**src/rtl/msg_pkg.sv**
```systemverilog
// Shared definitions for the message pipeline (loader, encrypt, decrypt).
// Contents:
//   byte_t            8-bit plaintext/ciphertext byte
//   loader_state_e    two-state frame loader FSM encoding
//   UPPER_A/Z,
//   LOWER_A/Z         ASCII letter range bounds
//   PAD_CHAR_DEFAULT  fill byte for frames cut short by the end of a message
//   is_special()      1 when a byte is not an ASCII letter
package msg_pkg;

    typedef logic [7:0] byte_t;

    typedef enum logic [0:0] {
        ST_FILL = 1'b0,
        ST_HOLD = 1'b1
    } loader_state_e;

    localparam byte_t UPPER_A          = 8'h41;
    localparam byte_t UPPER_Z          = 8'h5A;
    localparam byte_t LOWER_A          = 8'h61;
    localparam byte_t LOWER_Z          = 8'h7A;
    localparam byte_t PAD_CHAR_DEFAULT = 8'h20;

    // Unsigned compare, so 8'h80-8'hFF land outside both ranges and count as special.
    function automatic logic is_special(input byte_t b);
        logic upper_s;
        logic lower_s;
        upper_s = (b >= UPPER_A) && (b <= UPPER_Z);
        lower_s = (b >= LOWER_A) && (b <= LOWER_Z);
        return !(upper_s || lower_s);
    endfunction

endpackage

```
**src/rtl/char_classifier.sv**
```systemverilog
// Combinational byte classifier for the frame loader.
// Ports:
//   char_in  in  8  byte to classify
//   special  out 1  1 when char_in is not in 'A'..'Z' or 'a'..'z'
module char_classifier
    import msg_pkg::*;
(
    input  byte_t char_in,
    output logic  special
);

    assign special = is_special(char_in);

endmodule

```
**src/rtl/msg_frame_loader.sv**
```systemverilog
// Plaintext frame loader feeding the encrypt stage.
// Collects one byte per cycle into a MSG_LEN-byte frame, tags every non-letter
// byte in special_mask, pads short frames (ended by in_last) with PAD_CHAR and
// offers the frame downstream with a valid/ready handshake.
// Ports:
//   clk           in   1              rising-edge clock
//   rst_n         in   1              synchronous active-low reset
//   in_valid      in   1              in_data valid
//   in_ready      out  1              byte accepted this cycle when in_valid is high
//   in_data       in   8              plaintext byte
//   in_last       in   1              final byte of the message
//   frame_valid   out  1              frame outputs valid and stable
//   frame_ready   in   1              consumer takes the frame
//   frame_data    out  8 x MSG_LEN    index 0 = first byte received
//   special_mask  out  MSG_LEN        bit i set: frame_data[i] is not a letter
//   frame_len     out  CW             number of real (non-pad) bytes
module msg_frame_loader
    import msg_pkg::*;
#(
    parameter int    MSG_LEN  = 12,
    parameter byte_t PAD_CHAR = PAD_CHAR_DEFAULT,
    localparam int   CW       = $clog2(MSG_LEN + 1)
) (
    input  logic               clk,
    input  logic               rst_n,
    input  logic               in_valid,
    output logic               in_ready,
    input  logic [7:0]         in_data,
    input  logic               in_last,
    output logic               frame_valid,
    input  logic               frame_ready,
    output logic [7:0]         frame_data [0:MSG_LEN-1],
    output logic [MSG_LEN-1:0] special_mask,
    output logic [CW-1:0]      frame_len
);

    loader_state_e state_r;
    logic [CW-1:0] cnt_r;
    logic          special_s;
    logic          accept_s;
    logic          complete_s;

    char_classifier u_classifier (
        .char_in (in_data),
        .special (special_s)
    );

    // The loader only takes bytes while filling; HOLD blocks the input side.
    assign in_ready = (state_r == ST_FILL);

    // Byte acceptance and frame-completion decode for the current cycle.
    always_comb begin
        accept_s   = 1'b0;
        complete_s = 1'b0;
        if (in_valid && in_ready) begin
            accept_s   = 1'b1;
            complete_s = in_last || (cnt_r == CW'(MSG_LEN - 1));
        end else begin
            accept_s   = 1'b0;
            complete_s = 1'b0;
        end
    end

    // Loader FSM with frame, mask, length and valid registers.
    always_ff @(posedge clk) begin
        if (!rst_n) begin
            state_r      <= ST_FILL;
            cnt_r        <= '0;
            frame_valid  <= 1'b0;
            frame_len    <= '0;
            special_mask <= '1;
            for (int i = 0; i < MSG_LEN; i++) begin
                frame_data[i] <= PAD_CHAR;
            end
        end else begin
            case (state_r)
                ST_FILL: begin
                    if (accept_s) begin
                        // Write the new byte at cnt; on completion pad every slot
                        // above it so stale bytes from an earlier frame never leak.
                        for (int i = 0; i < MSG_LEN; i++) begin
                            if (CW'(i) == cnt_r) begin
                                frame_data[i]   <= in_data;
                                special_mask[i] <= special_s;
                            end else if (complete_s && (CW'(i) > cnt_r)) begin
                                frame_data[i]   <= PAD_CHAR;
                                special_mask[i] <= 1'b1;
                            end
                        end
                        cnt_r <= cnt_r + CW'(1);
                        if (complete_s) begin
                            state_r     <= ST_HOLD;
                            frame_valid <= 1'b1;
                            frame_len   <= cnt_r + CW'(1);
                        end
                    end
                end
                ST_HOLD: begin
                    if (frame_ready) begin
                        state_r     <= ST_FILL;
                        cnt_r       <= '0;
                        frame_valid <= 1'b0;
                    end
                end
                default: begin
                    state_r     <= ST_FILL;
                    cnt_r       <= '0;
                    frame_valid <= 1'b0;
                end
            endcase
        end
    end

endmodule

```
**config.mk**
```make
export PLATFORM = sky130hd
export DESIGN_NAME = msg_frame_loader
export DESIGN_NICKNAME = d
export VERILOG_FILES = /design/src/rtl/msg_pkg.sv /design/src/rtl/char_classifier.sv /design/src/rtl/msg_frame_loader.sv
export SDC_FILE = /design/constraint.sdc
export NUM_CORES = 1
export LEC_CHECK = 0
export CORE_ASPECT_RATIO = 1.25
export CORE_MARGIN = 2
export CORE_UTILIZATION = 43
export CTS_CLUSTER_DIAMETER = 200
export DETAILED_ROUTE_END_ITERATION = 12
export PLACE_DENSITY = 0.76
export SLEW_MARGIN = 0
export SYNTH_ARGS = -nofsm -noshare
export SYNTH_HDL_FRONTEND = slang
export SYNTH_SLANG_ARGS = --single-unit
```
**constraint.sdc**
```tcl
create_clock -name clk -period 2 [get_ports clk]
set_clock_uncertainty 0.05 [all_clocks]
set_input_delay 0.3 -clock clk [delete_from_list [all_inputs] [get_ports clk]]
set_output_delay 0.3 -clock clk [all_outputs]
set_load 0.05 [all_outputs]
```
==> results of run 1 <==
==> synthesized netlist by cell type (4+ instances only) <==
library cell / number
a22o_1: 14
dfxtp_1: 118
o21ai_1: 4
a31oi_1: 7
nand2_1: 71
o21ai_0: 14
inv_1: 10
a22oi_1: 27
nor2b_1: 12
buf_2: 17
a21oi_1: 47
nor2_1: 36
nand4_1: 8
mux2i_1: 7
and3_1: 9
nand3_1: 36
clkbuf_1: 24
nor3b_1: 7
ha_1: 4
buf_1: 5
==> sequential cells by signal, indices dropped and copies added (netlist names) <==
register / count
cnt_r: 4
frame_data: 96
frame_len: 4
frame_valid: 1
special_mask: 12
state_r: 1
==> metrics by stage <==
step	setup TNS, ns	utilization	power [mW]
after floorplan	0	-	2.79
after global placement	-0.254	0.592	3.02
after detailed placement	-1.76	0.592	3.02
after CTS	0	0.654	6.30
after global routing	0	0.654	6.46
final	0	0.654	6.28
==> worst register-to-register path, stage by stage, from the launching register on <==
cell	delay [ns]
dfxtp_1	0.39
inv_1	0.08
ha_1	0.30
and3b_1	0.25
o21ai_2	0.33
nor2b_1	0.21
o21ai_0	0.11
==> per-layer routing <==
layer  routed length, um  vias to the layer above  GRT usage
li1                    -                     2120          -
met1                5650                     2108      0.281
met2                7100                      163      0.413
met3                1040                       20     0.0769
met4                 252                        0     0.0924
met5                   0                        -          0
==> power groups by stage <==
stage,sequential [mW],clock [mW],combinational (mW)
final,2.41,3.31,0.570
after global routing,2.41,3.44,0.604
after CTS,2.41,3.33,0.568
after detailed placement,2.46,0,0.564
after global placement,2.46,0,0.557
after floorplan,2.56,0,0.231
==> cell usage in the layout, fill, tap and decap left out, types with 3 or more instances in the layout <==
| master | netlist | final |
|---|---|---|
| dfxtp_1 | 118 | 118 |
| clkdlybuf4s50_1 | 0 | 125 |
| mux2i_1 | 7 | 7 |
| and3_1 | 9 | 9 |
| ha_1 | 4 | 4 |
| inv_1 | 10 | 10 |
| clkinv_2 | 0 | 5 |
| a22oi_1 | 27 | 27 |
| nor3_1 | 3 | 3 |
| nor2b_1 | 12 | 11 |
| a31oi_1 | 7 | 7 |
| nand4_1 | 8 | 8 |
| nand2_1 | 71 | 71 |
| o21ai_0 | 14 | 14 |
| a21oi_1 | 47 | 47 |
| nor2_1 | 36 | 36 |
| clkinvlp_4 | 0 | 3 |
| a22o_1 | 14 | 14 |
| clkbuf_16 | 0 | 17 |
| and2_1 | 3 | 3 |
| bufinv_16 | 0 | 5 |
| o21ai_1 | 4 | 4 |
| a211oi_1 | 3 | 3 |
| buf_4 | 1 | 50 |
| nor3b_1 | 7 | 7 |
| nand3_1 | 36 | 36 |
==> layout make-up <==
type                    count  share of cell area
well taps                 132              0.0240
clock buffers              18              0.0639
repair buffers            176               0.240
inverters                  11             0.00601
multi-input cells         344               0.292
flip-flops and latches    118               0.344
clock inverters            14              0.0301
==> path summary, 6_finish.rpt <==
check | startpoint | end | slack (ns) | cells past startpoint
max | special_mask[7]$_SDFFE_PN1P_ | special_mask[7] | 0.05 | 1
min | frame_data[38]$_SDFFE_PN0P_ | frame_data[38]$_SDFFE_PN0P_ | 0.40 | 2
max reg2reg | cnt_r[0]$_SDFFE_PN0P_ | frame_data[29]$_SDFFE_PN1P_ | 0.15 | 6
min reg2reg | frame_data[38]$_SDFFE_PN0P_ | frame_data[38]$_SDFFE_PN0P_ | 0.40 | 2
==> cell families (layout without fill, tap and decap cells) <==
group,after synthesis,after routing,share of synthesized area
DFF,118,118,0.511
and+or+nand+nor,198,198,0.211
xor gates and xnor gates,2,2,0.00379
AOI/OAI and AO/OA,133,133,0.194
muxes,7,7,0.0152
buffers and inverters,59,219,0.0550
adders and majority gates,4,4,0.0108
==> out/qor.yml, run 1 <==
whs_ns: 0.399
synth_edf_count: 0
antenna_found_initial: 0
postSynthCellCount: 521
setup_ws_ns: 0.0475
synth_top_cell_area_share: 0.511
synth_seq_cells: 118
hold_path.class: "flip-flop to flip-flop"
period_minus_slack_ns: 1.95
p_int_mw: 4.81
p_comb_frac: 0.091
setup_viol: 0
core_sq_mm: 0.0105
io_buffers: 126
slew_violations: 0
via_per_inst: 5.43
dpl_cell_area_sq_mm: 0.00622
die_y_um: 120
clk_pin_slew_ns: 0.05
drive_above_1_share: 0.140
routedWlPerCell_um: 17.3
maxCapViolCount: 0
grt_setup_unrepaired: "no"
multi_input_area_sq_mm: 0.00201
drt_pass1_iterations: 5
p_leak_nw: 2.59
route.detailed.drc: 0
required_ns: 1.65
yosysTopAreaCell: "dfxtp_1"
grt_usage: 0.241
critPathTopFamily: "buffers and inverters"
post-route-period-util: 0.976
postRouteAntennaNets: 0
hold_viol_final: 0
cts_buffers: 17
fin_nets: 685
crit_buf_inv: 1
start_kind: "flip-flop"
totalWireLength_um: 14000
syn_nets: 538
cts_setup_buffers: 0
end_kind: "output pin"
num_antenna_cells: 0
synth_area_sq_mm: 0.00462
critPathMaxStageDelay_ns: 0.84
design_area_sq_mm: 0.00687
status: "completed"
cp_cell_sequence: "clkdlybuf4s50_1"
synth_cell_types: 54
ff_latch_area_sq_mm: 0.00236
post_cts_resized: 0
cts.sinks: 118
clockPowerShare: 0.526
cts_root_buffer: "clkbuf_16"
io_pins: 127
die_area_sq_mm: 0.0116
instances_no_fill: 813
htree_levels: 4
dpl_worst_slack_ns: -0.102
grt_pass1_vias: 4370
via_count: 4411
fillers: 862
ys_async_sr_fraction: 0
worst_pin_slew_ns: 0.786
irDropWorstVdd_mv: 0.640
pwr_density_cell_mw_per_mm2: 915
grt_overflow_total: 0
areaGrowthSynthToFinish_pct: 48.6
switching_power_mw: 1.47
yosysWarnings: 0
grt_pass1_wl_um: 22200
drtIter0Drc: 297
clk_latency_ns: 0.41
start_util: 0.440
synth_ff_type: "dfxtp_1"
p_seq_frac: 0.383
clockBufferDepth: 2
power_switching_share: 0.234
die_w_um: 96.7
hpwlAfterDp_um: 9920
cts_tree: "built"
place_congestion: 0.855
avgSynthCellArea_sq_um: 8.87
path_class: "flip-flop to output pin"
cp_slowest_cell: "clkdlybuf4s50_1"
postCtsHoldBufs: 0
dpl.cell_count: 781
seq_area_frac_synth: 0.511
rows: 42
maxSlewHeadroom: 0.474
critPathMaxFanout: 2
grt_max_degree: 28
netlist_top_cells_area: "dfxtp_1, nand2_1, a21oi_1, a22oi_1, nand3_1"
fmax_ghz: 0.512
arrival_ns: 1.60
Note: power is estimated with default switching activity, not from simulation.
==> run 2: changes to the inputs <==
CORE_UTILIZATION = 48   (was 43)
DONT_BUFFER_PORTS = 1   (was default)
PLACE_DENSITY = 0.71   (was 0.76)
==> out/qor.yml, run 2 (synthesized netlist as in run 1, its figures left out) <==
antenna_found_initial: 0
r2r_cells: 7
period_minus_slack_ns: 1.90
clk_pin_slew_ns: 0.05
arrival_ns: 2.09
p_int_mw: 4.64
fillers: 860
largest_register_ffs: 96
route.detailed.drc: 0
drtIter0Drc: 273
whs_ns: 0.00249
final_common_cell: "dfxtp_1"
grt_overflow_total: 0
postRouteAntennaNets: 0
cp_cell_sequence: "ha_1, buf_4, a2bb2oi_1, o221ai_2, buf_4, nor3b_1, a31oi_1"
htree_levels: 4
start_kind: "flip-flop"
dpl_worst_slack_ns: 0.166
layout_common_cells: "dfxtp_1, nand2_1, a21oi_1, nor2_1, nand3_1"
cts_buffers: 17
worst_pin_slew_ns: 0.985
utilization: 0.578
post-route-period-util: 0.948
setup_ws_ns: 0.103
critPathMaxStageDelay_ns: 0.46
hpwlAfterDp_um: 8430
io_pins: 127
design_power_total_mw: 5.99
clk_latency_ns: 0.40
die_area_sq_mm: 0.0104
cts_root_buffer: "clkbuf_16"
num_antenna_cells: 0
place_congestion: 0.868
io_buffers: 0
reg2reg_from: "cnt_r[1]$_SDFFE_PN0P_"
timing.setup.tns_ns: 0
irDropWorstVdd_mv: 0.620
cts.sinks: 118
cp_slowest_cell: "dfxtp_1"
fin_nets: 544
r2r-end: "frame_data[13]$_SDFFE_PN1P_"
multi_input_area_sq_mm: 0.00201
rows: 40
ff_latch_area_sq_mm: 0.00236
p_seq_frac: 0.420
holdPathStages: 2
cts_tree: "built"
hold_viol_final: 0
grt_usage: 0.264
grt_setup_unrepaired: "no"
totalWireLength_um: 13500
drive_above_1_share: 0.121
areaGrowthSynthToFinish_pct: 18.9
start_util: 0.486
hold_end: "frame_data[75]$_SDFFE_PN0P_"
drt_pass1_iterations: 4
die_y_um: 114
regMostFlops: "frame_data"
power_switching_share: 0.227
status: "completed"
die_w_um: 91.8
worstHoldStart: "in_data[3]"
p_comb_frac: 0.057
grt_pass1_wl_um: 21000
core_sq_mm: 0.00951
switching_power_mw: 1.36
grt_pass1_vias: 3757
fmax_ghz: 0.527
slew_violations: 0
r2r_slack_ns: 0.10
clockPowerShare: 0.523
hold_path.class: "input pin to flip-flop"
path_class: "flip-flop to flip-flop"
via_per_inst: 5.82
routedWlPerCell_um: 20.3
maxCapViolCount: 0
setup_viol: 0
p_leak_nw: 2.03
pwr_density_cell_mw_per_mm2: 1090
reg_top3: "frame_data (96), special_mask (12)"
critPathMaxFanout: 18
end_kind: "flip-flop"
clockBufferDepth: 2
path_common_cell: "buf_4"
via_count: 3870
maxSlewHeadroom: 0.341
grt_max_degree: 45
required_ns: 2.19
run 2: cell types whose count changed in the layout (fill, tap and decap cells not counted), moves of 2 or more:
cell,delta
buf_4,-29
clkbuf_1,+2
clkdlybuf4s50_1,-125
clkinvlp_4,-2
dlygate4sd3_1,+13
run 2: worst max-delay path: cells and delay by family, from the launching register on:
kind / cells / cell delay (ns)
adders and majority gates: 1 / 0.23
DFF: 1 / 0.46
AOI/OAI and AO/OA: 3 / 0.41
and+or+nand+nor: 1 / 0.20
buffers and inverters: 2 / 0.39
run 2: stage by stage:
step                      instance area (sq um)  cells
after floorplan                            4620    521
after global placement                     4750    621
after detailed placement                   4750    621
after CTS                                  5490    665
after global routing                       5490    665
final                                      5490    665
run 2: power by group through the flow:
stage                     Combinational, mW  Sequential (mW)  Clock, mW
after floorplan                       0.231             2.56          0
after global placement                0.277             2.56          0
after detailed placement              0.283             2.57          0
after CTS                             0.337             2.52       3.17
after global routing                  0.371             2.52       3.28
final                                 0.342             2.52       3.14
run 2: cell type report:
type                    instances  share of cell area
repair buffers                 35              0.0560
inverters                      11             0.00752
flip-flops and latches        118               0.430
clock inverters                10              0.0278
clock buffers                  21              0.0838
well taps                     126              0.0287
multi-input cells             344               0.366
run 2: per-layer routing:
layer	vias up	GRT usage	wire, um
li1	1847	-	-
met1	1830	0.299	5230
met2	161	0.433	6580
met3	32	0.106	1190
met4	0	0.127	468
met5	-	0	0
run 2: worst max path at each step:
stage	startpoint	to	slack, ns
global placement	cnt_r[1]$_SDFFE_PN0P_	special_mask[4]$_SDFFE_PN1P_	0.24
global route	cnt_r[1]$_SDFFE_PN0P_	frame_data[13]$_SDFFE_PN1P_	0.009
CTS	cnt_r[1]$_SDFFE_PN0P_	frame_data[13]$_SDFFE_PN1P_	0.12
floorplan	cnt_r[1]$_SDFFE_PN0P_	frame_data[7]$_SDFFE_PN0P_	0.08
detailed placement	cnt_r[1]$_SDFFE_PN0P_	special_mask[4]$_SDFFE_PN1P_	0.17
finish	cnt_r[1]$_SDFFE_PN0P_	frame_data[13]$_SDFFE_PN1P_	0.10
run 2: timing repair:
action	CTS	global route
endpoints found under the hold margin	55	0
gates resized for setup	0	2
setup endpoints to repair	0	2
buffers inserted	0	0
hold buffers	13	0
==> run 3: changes to the inputs <==
SYNTH_HIERARCHICAL = 1   (was default)
==> out/qor.yml, run 3 <==
status: "completed"
cts_setup_buffers: 0
totalWireLength_um: 14300
synth_ff_type: "dfxtp_1"
drive_above_1_share: 0.104
fmax_ghz: 0.528
dpl_cell_area_sq_mm: 0.00476
die_y_um: 113
r2r_slack_ns: 0.11
via_per_inst: 5.98
rows: 39
clockPowerShare: 0.503
cp_cell_sequence: "or4b_4, or3_1, a22oi_1, nor2_1"
dpl_worst_slack_ns: 0.0833
worst_pin_slew_ns: 1.08
reg2reg_from: "cnt_r[2]$_SDFFE_PN0P_"
grt_usage: 0.281
drtIter0Drc: 475
setup_ws_ns: 0.107
critPathMaxStageDelay_ns: 0.58
synth_edf_count: 0
arrival_ns: 2.13
synth_common_cells: "dfxtp_1, nor2_1, nand2_1"
grt_setup_unrepaired: "no"
route.detailed.drc: 0
yosysWarnings: 6
cts_root_buffer: "clkbuf_16"
areaGrowthSynthToFinish_pct: 19.0
fin_nets: 554
core_sq_mm: 0.00922
maxSlewHeadroom: 0.280
hold_path.class: "input pin to flip-flop"
p_seq_frac: 0.437
worst-path-stages: 4
hpwlAfterDp_um: 8750
seq_area_frac_synth: 0.515
cts_buffers: 17
slew_violations: 0
post-route-period-util: 0.946
clk_pin_slew_ns: 0.05
hold_viol_final: 0
design_area_sq_mm: 0.00546
start_util: 0.497
io_buffers: 0
switching_power_mw: 1.32
largest_register_ffs: 96
r2r_cells: 4
post-synth-top-count-cell: "dfxtp_1"
place_congestion: 0.879
synth_cell_types: 42
p_leak_nw: 2.00
required_ns: 2.24
synth_top_cell_area_share: 0.515
postSynthCellCount: 528
die_area_sq_mm: 0.0104
reg_top3: "frame_data (96), special_mask (12)"
grt_pass1_wl_um: 21900
num_antenna_cells: 0
grt_pass1_vias: 3883
netlist_top_cells_area: "dfxtp_1, a22oi_1, nor2_1, nand3_1, nand2_1"
critPathTopFamily: "simple AND/OR/NAND/NOR gates"
path_class: "flip-flop to flip-flop"
utilization: 0.592
layout_common_cells: "dfxtp_1, nor2_1, nand2_1, a22oi_1, nand3_1"
critPathMaxFanout: 7
syn_nets: 545
via_count: 4010
antenna_found_initial: 0
drt_pass1_iterations: 8
die_w_um: 91.4
regMostFlops: "frame_data"
end_kind: "flip-flop"
crit_buf_inv: 0
synth_seq_cells: 118
crit_start: "cnt_r[2]$_SDFFE_PN0P_"
power_switching_share: 0.230
pwr_density_cell_mw_per_mm2: 1050
crit_path_end: "frame_data[86]$_SDFFE_PN0P_"
io_pins: 127
postRouteAntennaNets: 0
maxCapViolCount: 0
synth_area_sq_mm: 0.00459
clockBufferDepth: 2
irDropWorstVdd_mv: 0.660
p_comb_frac: 0.061
clk_latency_ns: 0.41
final_common_cell: "dfxtp_1"
cp_slowest_cell: "or4b_4"
grt_overflow_total: 0
avgSynthCellArea_sq_um: 8.68
start_kind: "flip-flop"
p_int_mw: 4.43
cts.sinks: 118
routedWlPerCell_um: 21.3
yosysTopAreaCell: "dfxtp_1"
grt_max_degree: 32
htree_levels: 4
ys_async_sr_fraction: 0
r2r-end: "frame_data[86]$_SDFFE_PN0P_"
cts_tree: "built"
setup_viol: 0
period_minus_slack_ns: 1.89
timing.setup.tns_ns: 0
==> run 3: changes by cell type after synthesis, moves of 8 or more <==
cell,before,now
a22o_1,14,0
o22ai_1,2,11
nand4_1,8,0
nor2_1,36,71
a22oi_1,27,49
nand2_1,71,53
clkbuf_1,24,37
buf_2,17,6
mux2i_1,7,15
a21oi_1,47,31
==> run 3: cells by family (layout without fill, tap and decap cells) <==
group           count (synthesis)  count (layout)  share of synthesized area
compound gates                127             127                      0.177
xor+xnor                        2               2                    0.00382
fa+ha+maj                       4               4                     0.0109
buf+inv                        50              70                     0.0445
flops                         118             118                      0.515
mux                            15              15                     0.0327
simple gates                  212             212                      0.216
==> run 3: per-layer routing <==
| metal | GRT usage | wire length, um | up-vias |
|---|---|---|---|
| li1 | - | - | 1879 |
| met1 | 0.315 | 5350 | 1897 |
| met5 | 0 | 0 | - |
| met3 | 0.125 | 1470 | 37 |
| met2 | 0.459 | 7010 | 197 |
| met4 | 0.130 | 460 | 0 |
==> run 3: power by group through the flow <==
| stage | combinational (mW) | clock (mW) | sequential (mW) |
|---|---|---|---|
| 2_1_floorplan | 0.231 | 0 | 2.55 |
| 3_3_place_gp | 0.278 | 0 | 2.56 |
| 3_5_place_dp | 0.285 | 0 | 2.56 |
| 4_1_cts | 0.342 | 2.93 | 2.51 |
| 5_1_grt | 0.376 | 3.04 | 2.51 |
| 6_report | 0.349 | 2.89 | 2.51 |
==> run 3: how the worst min path moves through the flow <==
stage / slack, ns / startpoint / end / depth (start not counted)
floorplan: 0.41 / in_data[0] / frame_data[32]$_SDFFE_PN0P_ / 2
global placement: 0.32 / rst_n / special_mask[11]$_SDFFE_PN1P_ / 1
detailed placement: 0.32 / rst_n / special_mask[2]$_SDFFE_PN1P_ / 1
CTS: 0.0003 / in_data[2] / frame_data[50]$_SDFFE_PN0P_ / 2
global route: 0.003 / in_data[1] / frame_data[33]$_SDFFE_PN0P_ / 2
finish: 0.003 / in_data[2] / frame_data[50]$_SDFFE_PN0P_ / 2
==> run 3: per-stage QoR <==
step                hold WS (ns)  std cells  power [mW]
global placement           0.319        628        2.83
global route             0.00343        671        5.92
finish                   0.00292        671        5.75
CTS                     0.000261        670        5.78
floorplan                  0.413        528        2.78
detailed placement         0.322        628        2.84
==> run 3: layout make-up <==
| type | instances | area [sq um] |
|---|---|---|
| flip-flops and latches | 118 | 2360 |
| inverters | 4 | 15.0 |
| clock buffers | 26 | 489 |
| multi-input cells | 360 | 2020 |
| well taps | 123 | 154 |
| fillers | 786 | 3760 |
| repair buffers | 36 | 340 |
| clock inverters | 4 | 70.1 |
==> run 3: what timing repair did <==
action,4_1_cts,5_1_grt
hold endpoints to repair,59,1
hold buffers,12,1
gates resized for setup,0,3
setup endpoints to repair,0,14
==> run 3: worst reg2reg max path, cell delays in order, from the launching register on <==
cell     delay, ns
dfxtp_1       0.31
or4b_4        0.58
or3_1         0.51
a22oi_1       0.24
nor2_1        0.08
==> edit, RTL diff (settings of run 3) <==
The parameter `MSG_LEN` goes from 12 to 24.
--- a/src/rtl/msg_frame_loader.sv
+++ b/src/rtl/msg_frame_loader.sv
@@ -17,7 +17,7 @@
 module msg_frame_loader
     import msg_pkg::*;
 #(
-    parameter int    MSG_LEN  = 12,
+    parameter int    MSG_LEN  = 24,
     parameter byte_t PAD_CHAR = PAD_CHAR_DEFAULT,
     localparam int   CW       = $clog2(MSG_LEN + 1)
 ) (
Ports: changed (resized frame_data, frame_len and special_mask); port bits go from 127 to 236. The function was not compared with the original's and may differ.
==> edit against run 3 <==
Design area rose by 98%; die area rose by 92%; sequential share of layout area fell by 1.1 points; critical path depth rose by 2; utilization rose by 0.10 points; synthesized area rose by 96%; wire length rose by 100%; clock power rose by 48%; total power rose by 68%; sequential cell count rose by 110; worst setup slack got worse by 0.048 ns; highest routed layer unchanged.
==> edit: results (changes against run 3) <==
* Vias in the first global route at 7285 (+88%)
* Met2 WL at 13.61 mm (+94%)
* Clock slew at reported path FFs at 0.06 ns
* M3 GR Usage at 0.09823 (-0.02627)
* Crit path launch: cnt_r[4]$_SDFFE_PN0P_
* Crit path DAT at 2.27 ns (+0.14 ns)
* Outcome: finished, final reports clean
* Adder-cell area share of the yosys netlist at 0.004176 (-0.006738)
* Cells after synthesis at 964 (+83%)
* Seq/Total Area, Yosys at 0.5078 (-0.007348)
* Clk buf depth at 3 (+1)
* Regs by FF count: frame_data (192), special_mask (24)
* DR pass1 iterations at 5 (-3)
* Worst hold path depth at 3 (+1)
* Via count at 7873 (+96%)
* Multiplexer share of the synthesized area at 0.01559 (-0.01715)
* Synth Area in Compound Gates at 0.2425 (+0.06568)
* GR Util met1 at 0.3280 (+0.01336)
* Critical Path Fanout Max at 11 (+4)
* Final GP Congestion at 0.9544 (+8.5%)
* Area post-placement at 9542 um^2 (+100%)
* Final min period at 1.941 ns (+0.04818 ns)
* Hold Slack at 0.005040 ns (+0.002122 ns)
* First-pass GRT wire length at 43.16 mm (+97%)
* Netlist cell types at 77 (+83%)
* Crit-path slowest cell: or3b_4
* LEAKAGE at 4.012 nW (+100%)
* CTS Buf Count at 22 (+5)
* PD cells at 895.0 nW/um^2 (-15%)
* # H-tree levels at 1 (-3)
* Commonest cells post-synth: dfxtp_1, nand2_1, clkbuf_1
* R2R cell count at 6 (+2)
* WL met1 at 10.74 mm (+100%)
* Hold worst-path end: frame_data[131]$_SDFFE_PN0P_
* Fillers at 1543 (+96%)
* Slowest stage delay, CP at 0.43 ns (-0.15 ns)
* Largest net degree at the start of global routing at 93 (+190%)
* Share of cells above drive strength 1 at 0.1644 (+0.06040)
* Initial antenna violation count at 0 (unchanged)
* Worst vdd ir at 0.0006322 V (-4.3%)
* Clock latency on the worst-skew pair at 0.51 ns (+0.10 ns)
* Comb. pwr at 0.711 mW (+100%)
* Met2 Track Usage GR at 0.4533 (-0.005551)
* Place WS at -0.03519 ns (-0.1185 ns)
* Clock Power at 4.27 mW (+48%)
* Area of the multi-input gates at 3918 um^2 (+94%)
* Dpl cells at 1176 (+87%)
* Avg WL per Cell at 22.61 um (+6.2%)
* Post-DP HPWL at 18.53 mm (+110%)
* Switch Pwr at 2.327 mW (+76%)
* DR vias/cell at 6.239 (+4.4%)
* Net count after synthesis at 980 (+80%)
* Post-synthesis xor/xnor area fraction at 0.002923 (-0.0008968)
* Aggregate global-route resource usage at 0.2728 (-0.008356)
* Nets at 1035 (+87%)
* Critical path capture point: frame_data[133]$_SDFFE_PN1P_
* Routed wl met3 at 3.360 mm (+130%)
* Slew headroom at 0.5730 (+0.2931)
* Worst hold start: in_data[3]
* Area contributors post-synth: dfxtp_1, nand2_1, o2bb2ai_1
## edit: cell types whose count changed after synthesis, moves of 27 or more
cell	before	now
nand2_1	53	113
a22oi_1	49	10
o22ai_1	11	38
dfxtp_1	118	228
nor2_1	71	33
inv_1	3	32
nor3_1	8	36
o2bb2ai_1	0	30
## edit: cells by family (layout without fill, tap and decap cells)
kind of cell | count (synthesis) | in the layout
flops | 228 | 228
buf+inv | 127 | 197
mux | 14 | 14
xor+xnor | 3 | 3
compound gates | 293 | 293
simple gates | 296 | 296
fa+ha+maj | 3 | 3
## edit: cell type report
class	instances	area share
Clock buffer	31	0.05683
Inverter	34	0.01181
Tap cell	228	0.02639
Multi-Input combinational cell	609	0.3624
Sequential cell	228	0.4225
Timing Repair Buffer	124	0.1082
Clock inverter	8	0.01192
## edit: repair_timing
item / CTS / global route
endpoints found under the hold margin: 163 / 0
gates resized for setup: 2 / 12
pin swaps: 0 / 0
endpoints found under the setup margin: 8 / 101
gates cloned: 0 / 0
hold buffers: 47 / 0
